<file path="src/rtl/pc8001m_kbd_pkg.sv">
// pc8001m_kbd_pkg: scancode prefixes, frame length and TX state type shared by
// the PS/2 key serializer and its byte FIFO.
package pc8001m_kbd_pkg;
    localparam logic [7:0] PS2_EXT   = 8'hE0;
    localparam logic [7:0] PS2_BREAK = 8'hF0;
    localparam int         FRAME_LEN = 11;
    typedef enum logic [1:0] {IDLE, BIT_HI, BIT_LO, GAP} tx_state_t;
endpackage

</file>
<file path="src/rtl/ps2_byte_fifo.sv">
// ps2_byte_fifo: synchronous 8-bit FIFO with an occupancy count; the caller
// guarantees no push when full and no pop when empty.
module ps2_byte_fifo #(
    parameter int DEPTH = 8
) (
    input  logic                     clk_sys,
    input  logic                     reset_n,
    input  logic                     push,
    input  logic [7:0]               din,
    input  logic                     pop,
    output logic [7:0]               dout,
    output logic [$clog2(DEPTH):0]   count
);
    localparam int AW = $clog2(DEPTH);
    localparam int CW = AW + 1;
    logic [7:0]    mem [DEPTH];
    logic [AW-1:0] wr_ptr, rd_ptr;
    assign dout = mem[rd_ptr];
    always_ff @(posedge clk_sys or negedge reset_n) begin
        if (!reset_n) begin
            wr_ptr <= '0;
            rd_ptr <= '0;
            count  <= '0;
        end else begin
            if (push) wr_ptr <= wr_ptr + AW'(1);
            if (pop) rd_ptr <= rd_ptr + AW'(1);
            count <= count + CW'(push) - CW'(pop);
        end
    end
    always_ff @(posedge clk_sys) begin
        if (push) mem[wr_ptr] <= din;
    end
endmodule

</file>
<file path="src/rtl/ps2_key_serializer.sv">
// ps2_key_serializer: turns MiSTer ps2_key toggle events into make/break
// scancode bytes and shifts them out as device-side 11-bit PS/2 frames.
module ps2_key_serializer
    import pc8001m_kbd_pkg::*;
#(
    parameter int CLK_DIV    = 1145,
    parameter int IDLE_GAP   = 2290,
    parameter int FIFO_DEPTH = 8
) (
    input  logic        clk_sys,
    input  logic        reset_n,
    input  logic [10:0] ps2_key,
    input  logic        enable,
    output logic        ps2_clk,
    output logic        ps2_data,
    output logic        busy,
    output logic        overflow
);
    localparam int CW   = $clog2(FIFO_DEPTH) + 1;
    localparam int CMAX = CLK_DIV > IDLE_GAP ? CLK_DIV : IDLE_GAP;
    localparam int TW   = $clog2(CMAX + 1);

    logic                 primed, last_tog;
    logic [2:0]           pend;
    logic [7:0]           code, push_byte, fifo_out;
    logic                 push, pop, event_seen, fits;
    logic [1:0]           need;
    logic [CW-1:0]        count;
    tx_state_t            state, state_n;
    logic [TW-1:0]        cnt, cnt_n;
    logic [3:0]           idx, idx_n;
    logic [FRAME_LEN-1:0] sh, sh_n;
    logic                 clk_n, data_n, busy_n;

    ps2_byte_fifo #(.DEPTH(FIFO_DEPTH)) fifo (
        .clk_sys(clk_sys),
        .reset_n(reset_n),
        .push(push),
        .din(push_byte),
        .pop(pop),
        .dout(fifo_out),
        .count(count)
    );

    // pend flags {E0 pending, F0 pending, scancode pending}, drained one per cycle
    assign push       = |pend;
    assign push_byte  = pend[2] ? PS2_EXT : pend[1] ? PS2_BREAK : code;
    assign event_seen = primed && !push && (ps2_key[10] != last_tog);
    assign need       = 2'd1 + {1'b0, ps2_key[8]} + {1'b0, !ps2_key[9]};
    assign fits       = CW'(FIFO_DEPTH) - count >= CW'(need);

    always_ff @(posedge clk_sys or negedge reset_n) begin
        if (!reset_n) begin
            primed   <= 1'b0;
            last_tog <= 1'b0;
            pend     <= '0;
            code     <= '0;
            overflow <= 1'b0;
        end else if (!primed) begin
            primed   <= 1'b1;
            last_tog <= ps2_key[10];
        end else if (event_seen) begin
            last_tog <= ps2_key[10];
            if (fits) begin
                pend <= {ps2_key[8], !ps2_key[9], 1'b1};
                code <= ps2_key[7:0];
            end else begin
                overflow <= 1'b1;
            end
        end else if (push) begin
            pend <= pend[2] ? {1'b0, pend[1:0]} : pend[1] ? 3'b001 : 3'b000;
        end
    end

    always_comb begin
        state_n = state;
        cnt_n   = cnt + TW'(1);
        idx_n   = idx;
        sh_n    = sh;
        clk_n   = ps2_clk;
        data_n  = ps2_data;
        pop     = 1'b0;
        case (state)
            IDLE: begin
                cnt_n = '0;
                if (enable && count != '0) begin
                    pop     = 1'b1;
                    sh_n    = {1'b1, ~^fifo_out, fifo_out, 1'b0};
                    state_n = BIT_HI;
                    idx_n   = '0;
                    data_n  = 1'b0;
                end
            end
            BIT_HI: if (cnt == TW'(CLK_DIV - 1)) begin
                state_n = BIT_LO;
                cnt_n   = '0;
                clk_n   = 1'b0;
            end
            BIT_LO: if (cnt == TW'(CLK_DIV - 1)) begin
                cnt_n = '0;
                clk_n = 1'b1;
                if (idx == 4'(FRAME_LEN - 1)) begin
                    state_n = GAP;
                    data_n  = 1'b1;
                end else begin
                    state_n = BIT_HI;
                    idx_n   = idx + 4'd1;
                    data_n  = sh[idx_n];
                end
            end
            GAP: if (cnt == TW'(IDLE_GAP - 1)) begin
                state_n = IDLE;
                cnt_n   = '0;
            end
            default: state_n = IDLE;
        endcase
        busy_n = state_n != IDLE || count + CW'(push) - CW'(pop) != '0;
    end

    always_ff @(posedge clk_sys or negedge reset_n) begin
        if (!reset_n) begin
            state    <= IDLE;
            cnt      <= '0;
            idx      <= '0;
            sh       <= '1;
            ps2_clk  <= 1'b1;
            ps2_data <= 1'b1;
            busy     <= 1'b0;
        end else begin
            state    <= state_n;
            cnt      <= cnt_n;
            idx      <= idx_n;
            sh       <= sh_n;
            ps2_clk  <= clk_n;
            ps2_data <= data_n;
            busy     <= busy_n;
        end
    end
endmodule

</file>
<file path="config.mk">
export PLATFORM = sky130hd
export DESIGN_NAME = ps2_key_serializer
export DESIGN_NICKNAME = d
export VERILOG_FILES = /design/src/rtl/pc8001m_kbd_pkg.sv /design/src/rtl/ps2_byte_fifo.sv /design/src/rtl/ps2_key_serializer.sv
export SDC_FILE = /design/constraint.sdc
export NUM_CORES = 1
export LEC_CHECK = 0
export ABC_AREA = 1
export CAP_MARGIN = 20
export CELL_PAD_IN_SITES_DETAIL_PLACEMENT = 0
export CELL_PAD_IN_SITES_GLOBAL_PLACEMENT = 1
export CORE_ASPECT_RATIO = 1.25
export CORE_MARGIN = 1
export CORE_UTILIZATION = 50
export CTS_BUF_LIST = sky130_fd_sc_hd__clkbuf_4 sky130_fd_sc_hd__clkbuf_8 sky130_fd_sc_hd__clkbuf_16
export CTS_CLUSTER_DIAMETER = 80
export DETAILED_ROUTE_END_ITERATION = 6
export GPL_TIMING_DRIVEN = 0
export PLACE_DENSITY = 0.87
export SYNTH_ARGS = -nofsm -noshare
export SYNTH_HDL_FRONTEND = slang
export SYNTH_HIERARCHICAL = 1
export SYNTH_SLANG_ARGS = --single-unit
</file>
<file path="constraint.sdc">
create_clock -name clk_sys -period 7.56 [get_ports clk_sys]
set_input_delay 1.512 -clock clk_sys [delete_from_list [all_inputs] [get_ports clk_sys]]
set_output_delay 1.512 -clock clk_sys [all_outputs]
set_load 0.05 [all_outputs]
</file>
==> results.py, run 1 <==
metrics = {
    "outcome": {
        "status": "finished clean",
    },
    "worst_setup_path": {
        "critical_path_class": "input port to flop",
        "crit_chain": "clkdlybuf4s50_1 -> nand3_2 -> inv_1 -> buf_2 -> ha_1 -> inv_1 -> ha_1 -> inv_1 -> fa_1 -> o21ai_0 -> a211oi_1 -> nand3_1 -> nor2_1 -> nand2_1",
        "path_buf_inv": 5,
        "reg2regPathDepth": 16,
        "crit_path_frequent_cell": "inv_1",
        "cp_max_fo": 15,
        "cp_top_family": "buffers and inverters",
        "path_depth": 14,
        "crit_arrival_ns": 4.39,
        "slowest_stage": "clkdlybuf4s50_1",
        "cp.required_ns": 7.85,
        "cpPeakStageDelay_ns": 0.50,
        "cp-end-kind": "flop",
        "worst_setup_path_start_kind": "input port",
    },
    "layout": {
        "fin_util_pct": 58.89,
        "drive_gt1_share_pct": 12.33,
        "final_cell_count_no_fill": 910,
        "fin_nets": 775,
        "area_growth_syn_to_layout_pct": 15.44,
        "diodes": 0,
    },
    "drt": {
        "wl_per_cell_um": 12.95,
        "drcViolationCount": 0,
        "routed_wl_um": 11790,
        "drt_iter0_drc": 269,
        "vias": 4414,
        "dr.pass1.iters": 5,
        "routed_via_density": 4.851,
        "drtAntennaViolNets": 0,
    },
    "global_route": {
        "grt_pass1_wl_um": 20150,
        "track_usage_pct": 20.85,
        "overflow": 0,
        "use_met3_pct": 4.772,
        "grt_max_degree": 39,
        "grtUsageMet2_pct": 35.29,
        "antenna_found_initial": 0,
        "grt_pass1_vias": 4408,
        "grt_busiest_layer": "met2",
        "grt_util_met1_pct": 24.51,
    },
    "clock_network": {
        "cts_max_level": 4,
        "cts_resized": 0,
        "clkSinkCount": 119,
        "cts_buffers": 17,
        "cts_buffer_depth": 2,
        "cts_setup_buffers": 0,
        "cts_tree": "built",
        "ctsHoldBuffers": 0,
        "root_buffer": "clkbuf_16",
        "clkTransAtPathRegs_ns": 0.05,
        "clk_latency_ns": 0.41,
    },
    "sta": {
        "slew_violations": 0,
        "clock_skew_ns": 0.008041,
        "timing_hold_violations_final": 0,
        "max_slew_margin_pct": 49.55,
        "fin_crit_ns": 4.096,
        "tns_ns": 0,
        "final.period_utilization_pct": 54.17,
        "rsz0062_at_grt": "no",
        "clock.fmax_ghz": 0.2442,
        "setup_viol": 0,
        "worst-slew-pin-transition_ns": 0.7540,
        "setup_ws_ns": 3.464,
    },
    "yosys": {
        "postSynthCellCount": 696,
        "synth-edff-count": 64,
        "ys_warn_count": 6,
        "ys_async_sr_fraction_pct": 46.22,
        "synth.avg_cell_area_um2": 8.873,
        "synth-main-ff-cell": "edfxtp_1",
        "syn-num-nets": 738,
        "synth-seq-cells": 119,
        "synthDistinctLibCells": 39,
        "seq_area_frac_synth_pct": 53.65,
        "syn-cell-area_mm2": 0.006176,
    },
    "placement": {
        "place.port_buffers": 17,
        "routabilityCongestion": 0.7955,
        "pre_cts_slack_ns": 2.997,
        "placedCellCount": 878,
        "dp_hpwl_um": 8439,
    },
    "pwr": {
        "p_comb_share_pct": 23.3,
        "seq_power_share_pct": 41.9,
        "p_leak_uw": 0.003456,
        "pwr-share-clk_pct": 34.8,
        "p_int_uw": 1531,
        "powerDensity_mw_per_mm2": 305.1,
        "p_switching_uw": 643.7,
        "ir_drop_mv": 0.1947,
        "finalPower_uw": 2175,
        "swShare_pct": 29.59,
    },
    "floorplan": {
        "core_mm2": 0.01211,
        "ios": 18,
        "die_h_um": 126.3,
        "start_util_pct": 51.02,
        "placementRows": 45,
        "dieArea_mm2": 0.01280,
        "dieWidth_um": 101.4,
    },
    "worst_hold_path": {
        "hold_depth": 2,
        "hold_path_class": "flop to flop",
    },
    "flow_run": {
        "maxCapViolCount": 0,
    },
}
==> state kept, by name, indices dropped and copies added, names as in the netlist, 4 cells and up <==
| register | cells |
|---|---|
| sh | 10 |
| cnt | 12 |
| idx | 4 |
| code | 8 |
| fifo/mem | 64 |
| fifo/count | 4 |
==> area by class of cell <==
| cell class | count | area [µm²] |
|---|---|---|
| well taps | 164 | 205.2 |
| plain buffers | 15 | 125.1 |
| repair buffers | 18 | 185.2 |
| multi-input cells | 423 | 2210 |
| inverters | 139 | 528.0 |
| clock inverters | 11 | 107.6 |
| clock buffers | 21 | 455.4 |
| flip-flops and latches | 119 | 3313 |
| fillers | 1050 | 4976 |
==> worst paths after layout <==
| path | slack, ns | end | startpoint |
|---|---|---|---|
| max | 3.46 | busy | enable |
| min | 0.45 | sh[0] | sh[0] |
| max reg2reg | 4.04 | busy | fifo/count[1] |
| min reg2reg | 0.45 | sh[0] | sh[0] |
| max in group asynchronous | 5.93 | ps2_clk | reset_n |
| min in group asynchronous | 1.04 | idx[1] | reset_n |
==> power by group through the flow <==
stage	logic, µW	registers, µW	clock network [µW]
after floorplan	366	920	0
after detailed placement	508	924	0
after global placement	485	919	0
after global routing	590	925	793
after CTS	512	913	770
final	506	912	757
==> kinds of logic (layout without fill, tap and decap cells) <==
logic type | after synthesis | count (layout) | share of synthesized area [%]
and+or+nand+nor | 337 | 337 | 23.38
buffers and inverters | 154 | 204 | 10.58
DFF | 119 | 119 | 53.65
AOI/OAI and AO/OA | 37 | 37 | 3.586
adders and majority gates | 28 | 28 | 5.916
xor gates and xnor gates | 20 | 20 | 2.836
other | 1 | 1 | 0.06072
==> Yosys cell counts (2+ instances only) <==
cell      number  area (µm²)
nand2_1      207       777.0
inv_1        135       506.7
edfxtp_1      64        1922
nand3_1       51       255.2
dfrtp_1       43        1076
nor2_1        42       157.7
ha_1          26       325.3
o21ai_0       14       70.07
dfstp_2       12       315.3
nand2_2       12       75.07
xor2_1        11       96.34
xnor2_1        9       78.83
a21oi_1        7       35.03
buf_4          6       45.04
nor3_1         6       30.03
or2_2          6       37.54
o21ai_1        5       25.02
buf_2          4       20.02
buf_6          4       45.04
nand4_1        4       25.02
nor2_2         3       18.77
o211ai_1       3       22.52
a211oi_1       2       15.01
a31oi_1        2       12.51
fa_1           2       40.04
inv_4          2       12.51
nand3_2        2       20.02
==> tightest hold or removal path, stage by stage (launching register included) <==
cell	delay [ns]
dfstp_2	0.37
nand2_1	0.05
inv_1	0.03
==> metal layers <==
metal  wire length (µm)  vias up
met5                  0        -
met4                278        0
met3                407       27
met2               6066       86
met1               5034     2069
li1                   -     2232
==> metrics by stage <==
step / instance area (µm²) / hold slack, ns
finish: 7129 / 0.4533
global route: 7129 / 0.4740
CTS: 7129 / 0.4561
detailed placement: 6566 / 0.4463
global placement: 6551 / 0.4442
floorplan: 6176 / 0.4329
==> cell usage in the layout (no fill, tap or decap), drive strengths merged, types with 3 or more instances in the layout <==
cell	instances
or2	6
dfrtp	43
nand4	4
xnor2	9
nand3	54
clkinv	8
clkbuf	21
edfxtp	64
o21ai	21
nor2	46
xor2	11
dfstp	12
inv	138
nand2	220
nor3	6
a21oi	7
clkdlybuf4s50	16
ha	26
buf	17
o211ai	3
(Power assumes the default switching activity.)
==> run 2, diff against run 1 <==
--- a/config.mk
+++ b/config.mk
@@ -11,12 +11,12 @@
 export CELL_PAD_IN_SITES_GLOBAL_PLACEMENT = 1
 export CORE_ASPECT_RATIO = 1.25
 export CORE_MARGIN = 1
-export CORE_UTILIZATION = 50
+export CORE_UTILIZATION = 43
 export CTS_BUF_LIST = sky130_fd_sc_hd__clkbuf_4 sky130_fd_sc_hd__clkbuf_8 sky130_fd_sc_hd__clkbuf_16
 export CTS_CLUSTER_DIAMETER = 80
 export DETAILED_ROUTE_END_ITERATION = 6
 export GPL_TIMING_DRIVEN = 0
-export PLACE_DENSITY = 0.87
+export PLACE_DENSITY = 0.8
 export SYNTH_ARGS = -nofsm -noshare
 export SYNTH_HDL_FRONTEND = slang
 export SYNTH_HIERARCHICAL = 1
==> constraint.sdc (replaced) <==
create_clock -name clk_sys -period 3.75 [get_ports clk_sys]
set_input_delay 0.75 -clock clk_sys [delete_from_list [all_inputs] [get_ports clk_sys]]
set_output_delay 0.75 -clock clk_sys [all_outputs]
set_load 0.05 [all_outputs]
==> results.py, run 2 (synthesis results as in run 1) <==
metrics = {
    "global_route": {
        "track_usage_pct": 17.93,
        "grt_pass1_wl_um": 19880,
        "grt_pass1_vias": 4323,
        "grtUsageMet2_pct": 30.54,
        "grt_util_met1_pct": 21.15,
        "grt_busiest_layer": "met2",
        "overflow": 0,
        "antenna_found_initial": 0,
        "use_met3_pct": 3.547,
        "grt_max_degree": 40,
    },
    "layout": {
        "drive_gt1_share_pct": 12.73,
        "fin_util_pct": 51.57,
        "area_growth_syn_to_layout_pct": 16.35,
        "fin_nets": 775,
        "final_common_cell": "nand2_1",
        "post-route-cell-area_mm2": 0.007186,
        "num-fill-cells": 1294,
        "final_cell_count_no_fill": 921,
        "regMostFlops": "fifo/mem",
        "top_regs": "fifo/mem x64, cnt x12, sh x10",
        "largest_reg_flops": 64,
        "most-common-layout-cells": "207 x nand2_1, 135 x inv_1, 64 x edfxtp_1, 51 x nand3_1",
        "diodes": 0,
    },
    "clock_network": {
        "cts_setup_buffers": 0,
        "cts_resized": 0,
        "ctsHoldBuffers": 0,
        "cts_buffer_depth": 2,
        "cts_buffers": 17,
        "clkSinkCount": 119,
        "root_buffer": "clkbuf_16",
        "clkTransAtPathRegs_ns": 0.05,
        "clk_latency_ns": 0.41,
        "cts_tree": "built",
        "cts_max_level": 4,
    },
    "sta": {
        "slew_violations": 0,
        "setup_viol": 0,
        "final.period_utilization_pct": 89.71,
        "clock_skew_ns": 0.009275,
        "rsz0062_at_grt": "no",
        "fin_crit_ns": 3.364,
        "max_slew_margin_pct": 44.20,
        "clock.fmax_ghz": 0.2973,
        "hold_slack_ns": 0.2873,
        "timing_hold_violations_final": 0,
        "setup_ws_ns": 0.3858,
        "worst-slew-pin-transition_ns": 0.8339,
    },
    "worst_setup_path": {
        "cpPeakStageDelay_ns": 0.48,
        "critical_path_class": "flop to flop",
        "crit_path_frequent_cell": "inv_1",
        "worst_setup_path_start_kind": "flop",
        "slowest_stage": "fa_1",
        "crit_chain": "inv_1 -> ha_1 -> nand2_1 -> nand3_2 -> inv_1 -> clkbuf_4 -> ha_1 -> inv_1 -> ha_1 -> inv_1 -> fa_1 -> o21ai_0 -> a211oi_1 -> nand3_1 -> nor2_1 -> nand2_1",
        "cp-end-kind": "flop",
        "crit_arrival_ns": 3.65,
        "cp.required_ns": 4.04,
        "cp_max_fo": 15,
    },
    "outcome": {
        "status": "finished clean",
    },
    "drt": {
        "drcViolationCount": 0,
        "wl_per_cell_um": 12.78,
        "dr.pass1.iters": 4,
        "routed_via_density": 4.680,
        "routed_wl_um": 11770,
        "drtAntennaViolNets": 0,
        "vias": 4310,
        "drt_iter0_drc": 214,
    },
    "placement": {
        "pre_cts_slack_ns": -0.1008,
        "dp_hpwl_um": 8654,
        "placedCellCount": 889,
        "routabilityCongestion": 0.7777,
        "place.port_buffers": 17,
        "place_area_mm2": 0.006580,
    },
    "pwr": {
        "p_switching_uw": 1265,
        "p_int_uw": 3159,
        "swShare_pct": 28.59,
        "p_comb_share_pct": 23.0,
        "powerDensity_mw_per_mm2": 615.6,
        "ir_drop_mv": 0.3364,
        "seq_power_share_pct": 41.6,
        "p_leak_uw": 0.003481,
        "pwr-share-clk_pct": 35.5,
    },
    "floorplan": {
        "ios": 18,
        "dieWidth_um": 109.2,
        "start_util_pct": 44.32,
        "dieArea_mm2": 0.01485,
        "core_mm2": 0.01393,
        "die_h_um": 136.0,
        "placementRows": 48,
    },
    "worst_hold_path": {
        "hold_path_class": "input port to async pin",
    },
    "flow_run": {
        "maxCapViolCount": 0,
    },
}
[run 2: cell count changes in the layout (fill, tap and decap cells not counted), moves of 2 or more]
cell and delta:
clkbuf_4 +4, clkbuf_8 +5, clkinv_1 -2, clkinv_2 -4, bufinv_16 -2, clkinvlp_4 -2
clkbuf_16 +2
[run 2: worst max-delay path, delay by kind of cell, from the launching register on]
family | cells | cell delay, ns
compound gates | 2 | 0.30
fa+ha+maj | 4 | 1.12
buf+inv | 5 | 0.65
flops | 1 | 0.43
simple gates | 5 | 0.75
[run 2: power groups by stage]
stage	Combinational, µW	Sequential, µW	Clock, µW
floorplan	739	1850	0
global placement	981	1850	0
detailed placement	1020	1860	0
CTS	1030	1840	1600
global route	1170	1870	1670
finish	1020	1840	1570
[run 2: path summary, 6_finish.rpt]
| path | startpoint | to | slack, ns | depth (start not counted) |
|---|---|---|---|---|
| worst min register to register | sh[0] | sh[0] | 0.46 | 2 |
| worst min-delay path | reset_n | code[4] | 0.29 | 1 |
| worst max register to register | fifo/count[1] | busy | 0.39 | 16 |
| min in group clk_sys | sh[0] | sh[0] | 0.46 | 2 |
| max in group asynchronous | reset_n | sh[5] | 2.82 | 2 |
| worst max-delay path | fifo/count[1] | busy | 0.39 | 16 |
[run 2: metal layers]
layer / up-vias / routed length [µm]
met5: - / 0
met4: 0 / 395
met3: 24 / 304
met2: 64 / 5987
met1: 1998 / 5080
li1: 2224 / -
[run 2: layout make-up]
cell class              instances  area, µm²  area share (%)
repair buffers                 18      185.2           2.577
flip-flops and latches        119       3314           46.13
plain buffers                  15      127.6           1.776
clock inverters                 1      5.005         0.06965
clock buffers                  31      596.8           8.306
inverters                     139      528.0           7.348
multi-input cells             423       2210           30.75
well taps                     175      219.0           3.047
[run 2: stage by stage]
step                       TNS, ns  total power (µW)
after detailed placement   -0.1008              2881
final                            0              4424
after floorplan                  0              2593
after global routing             0              4705
after CTS                        0              4472
after global placement    -0.01709              2835
==> run 3, diff against run 2 <==
--- a/config.mk
+++ b/config.mk
@@ -11,12 +11,13 @@
 export CELL_PAD_IN_SITES_GLOBAL_PLACEMENT = 1
 export CORE_ASPECT_RATIO = 1.25
 export CORE_MARGIN = 1
-export CORE_UTILIZATION = 43
+export CORE_UTILIZATION = 50
 export CTS_BUF_LIST = sky130_fd_sc_hd__clkbuf_4 sky130_fd_sc_hd__clkbuf_8 sky130_fd_sc_hd__clkbuf_16
 export CTS_CLUSTER_DIAMETER = 80
 export DETAILED_ROUTE_END_ITERATION = 6
+export DONT_BUFFER_PORTS = 1
 export GPL_TIMING_DRIVEN = 0
-export PLACE_DENSITY = 0.8
+export PLACE_DENSITY = 0.84
 export SYNTH_ARGS = -nofsm -noshare
 export SYNTH_HDL_FRONTEND = slang
 export SYNTH_HIERARCHICAL = 1
==> constraint.sdc (replaced) <==
create_clock -name clk_sys -period 3.95 [get_ports clk_sys]
set_input_delay 0.79 -clock clk_sys [delete_from_list [all_inputs] [get_ports clk_sys]]
set_output_delay 0.79 -clock clk_sys [all_outputs]
set_load 0.05 [all_outputs]
==> results.py, run 3 (synthesis results as in run 1) <==
metrics = {
    "outcome": {
        "status": "finished clean",
    },
    "drt": {
        "drt_iter0_drc": 204,
        "routed_via_density": 4.914,
        "wl_per_cell_um": 13.67,
        "dr.pass1.iters": 5,
        "routed_wl_um": 12190,
        "drtAntennaViolNets": 0,
        "drcViolationCount": 0,
        "vias": 4383,
    },
    "pwr": {
        "seq_power_share_pct": 41.8,
        "ir_drop_mv": 0.5063,
        "p_switching_uw": 1235,
        "pwr-share-clk_pct": 36.1,
        "swShare_pct": 29.25,
        "p_comb_share_pct": 22.1,
        "powerDensity_mw_per_mm2": 605.3,
        "p_int_uw": 2987,
        "p_leak_uw": 0.003396,
    },
    "clock_network": {
        "clk_latency_ns": 0.41,
        "clkSinkCount": 119,
        "cts_tree": "built",
        "ctsHoldBuffers": 0,
        "root_buffer": "clkbuf_16",
        "cts_max_level": 4,
        "clkTransAtPathRegs_ns": 0.05,
        "cts_setup_buffers": 0,
        "cts_buffers": 17,
        "cts_resized": 0,
        "cts_buffer_depth": 2,
    },
    "worst_setup_path": {
        "cp.required_ns": 4.24,
        "crit_arrival_ns": 3.90,
        "r2r_start": "fifo/count[1]",
        "cp-end-kind": "flop",
        "critical_path_class": "flop to flop",
        "worst_setup_path_start_kind": "flop",
        "crit_start": "fifo/count[1]",
        "reg2regPathDepth": 16,
        "cp_max_fo": 15,
    },
    "floorplan": {
        "dieWidth_um": 101.4,
        "placementRows": 45,
        "ios": 18,
        "dieArea_mm2": 0.01280,
        "start_util_pct": 51.02,
        "die_h_um": 126.3,
        "core_mm2": 0.01211,
    },
    "sta": {
        "timing_hold_violations_final": 0,
        "clock.fmax_ghz": 0.2775,
        "hold_slack_ns": 0.08339,
        "slew_violations": 0,
        "worst-slew-pin-transition_ns": 0.8369,
        "final.period_utilization_pct": 91.24,
        "max_slew_margin_pct": 44.00,
        "setup_viol": 0,
        "rsz0062_at_grt": "no",
        "clock_skew_ns": 0.008199,
        "tns_ns": 0,
        "fin_crit_ns": 3.604,
    },
    "layout": {
        "diodes": 0,
        "fin_nets": 757,
        "fin_util_pct": 57.61,
        "regMostFlops": "fifo/mem",
        "largest_reg_flops": 64,
        "area_growth_syn_to_layout_pct": 12.93,
        "most-common-layout-cells": "207 x nand2_1, 135 x inv_1, 64 x edfxtp_1, 51 x nand3_1, 43 x dfrtp_1",
        "drive_gt1_share_pct": 12.64,
        "final_common_cell": "nand2_1",
        "top_regs": "fifo/mem x64, cnt x12, sh x10",
    },
    "placement": {
        "place.port_buffers": 0,
        "routabilityCongestion": 0.8505,
        "dp_hpwl_um": 8617,
    },
    "global_route": {
        "track_usage_pct": 21.43,
        "antenna_found_initial": 0,
        "overflow": 0,
        "grt_pass1_vias": 4312,
        "grt_max_degree": 56,
        "grt_pass1_wl_um": 20430,
    },
    "worst_hold_path": {
        "hold_path_class": "input port to async pin",
    },
    "flow_run": {
        "maxCapViolCount": 0,
    },
}
-- run 3: cell types whose count changed in the layout (fill, tap and decap cells not counted), sizes merged --
cell           previous run  this run
clkdlybuf4s50            16         0
clkbuf                   32        22
clkinv                    2         6
bufinv                    0         3
clkinvlp                  0         2
buf                      16        15
-- run 3: metal layers --
| metal | routed length [µm] | vias to the layer above | share of wire, % | GRT usage [%] |
|---|---|---|---|---|
| li1 | - | 2196 | - | - |
| met1 | 5018 | 2070 | 41 | 25.05 |
| met2 | 6267 | 89 | 51 | 36.53 |
| met3 | 439 | 28 | 3.6 | 3.940 |
| met4 | 465 | 0 | 3.8 | 12.28 |
| met5 | 0 | - | 0 | 0 |
-- run 3: path summary, 6_finish.rpt --
| kind | slack, ns | endpoint |
|---|---|---|
| max reg2reg | 0.35 | busy |
| min in group clk_sys | 0.45 | sh[0] |
| max | 0.35 | busy |
| min reg2reg | 0.45 | sh[0] |
| min | 0.08 | fifo/rd_ptr[2] |
| max in group asynchronous | 3.66 | ps2_data |
-- run 3: stage by stage --
stage / cells / power [µW] / cell area (µm²) / worst slack (ns)
finish: 892 / 4222 / 6974 / 0.3461
global route: 892 / 4466 / 6974 / 0.004391
CTS: 892 / 4262 / 6974 / 0.3292
detailed placement: 860 / 2725 / 6381 / 0.3398
global placement: 860 / 2663 / 6381 / 0.4740
floorplan: 696 / 2462 / 6176 / 1.063
-- run 3: final cells by class --
cell class	count	area (µm²)
buffer	15	125.1
clock buffer	22	462.9
clock inverter	10	130.1
fill	1055	5131
inverter	139	528.0
multi-input combinational	423	2210
sequential	119	3313
tap	164	205.2
-- run 3: critical path, stage by stage (launching register included) --
cell	delay [ns]
dfrtp_1	0.51
inv_1	0.15
ha_1	0.24
nand2_1	0.15
nand3_2	0.24
inv_1	0.16
buf_2	0.30
ha_1	0.28
inv_1	0.06
ha_1	0.16
inv_1	0.06
fa_1	0.47
o21ai_0	0.08
a211oi_1	0.26
nand3_1	0.18
nor2_1	0.13
nand2_1	0.05
-- run 3: power groups by stage --
stage | registers, µW | clock network [µW] | logic (µW)
CTS | 1770 | 1550 | 944
global route | 1790 | 1600 | 1080
floorplan | 1760 | 0 | 701
detailed placement | 1790 | 0 | 937
finish | 1770 | 1520 | 931
global placement | 1780 | 0 | 886
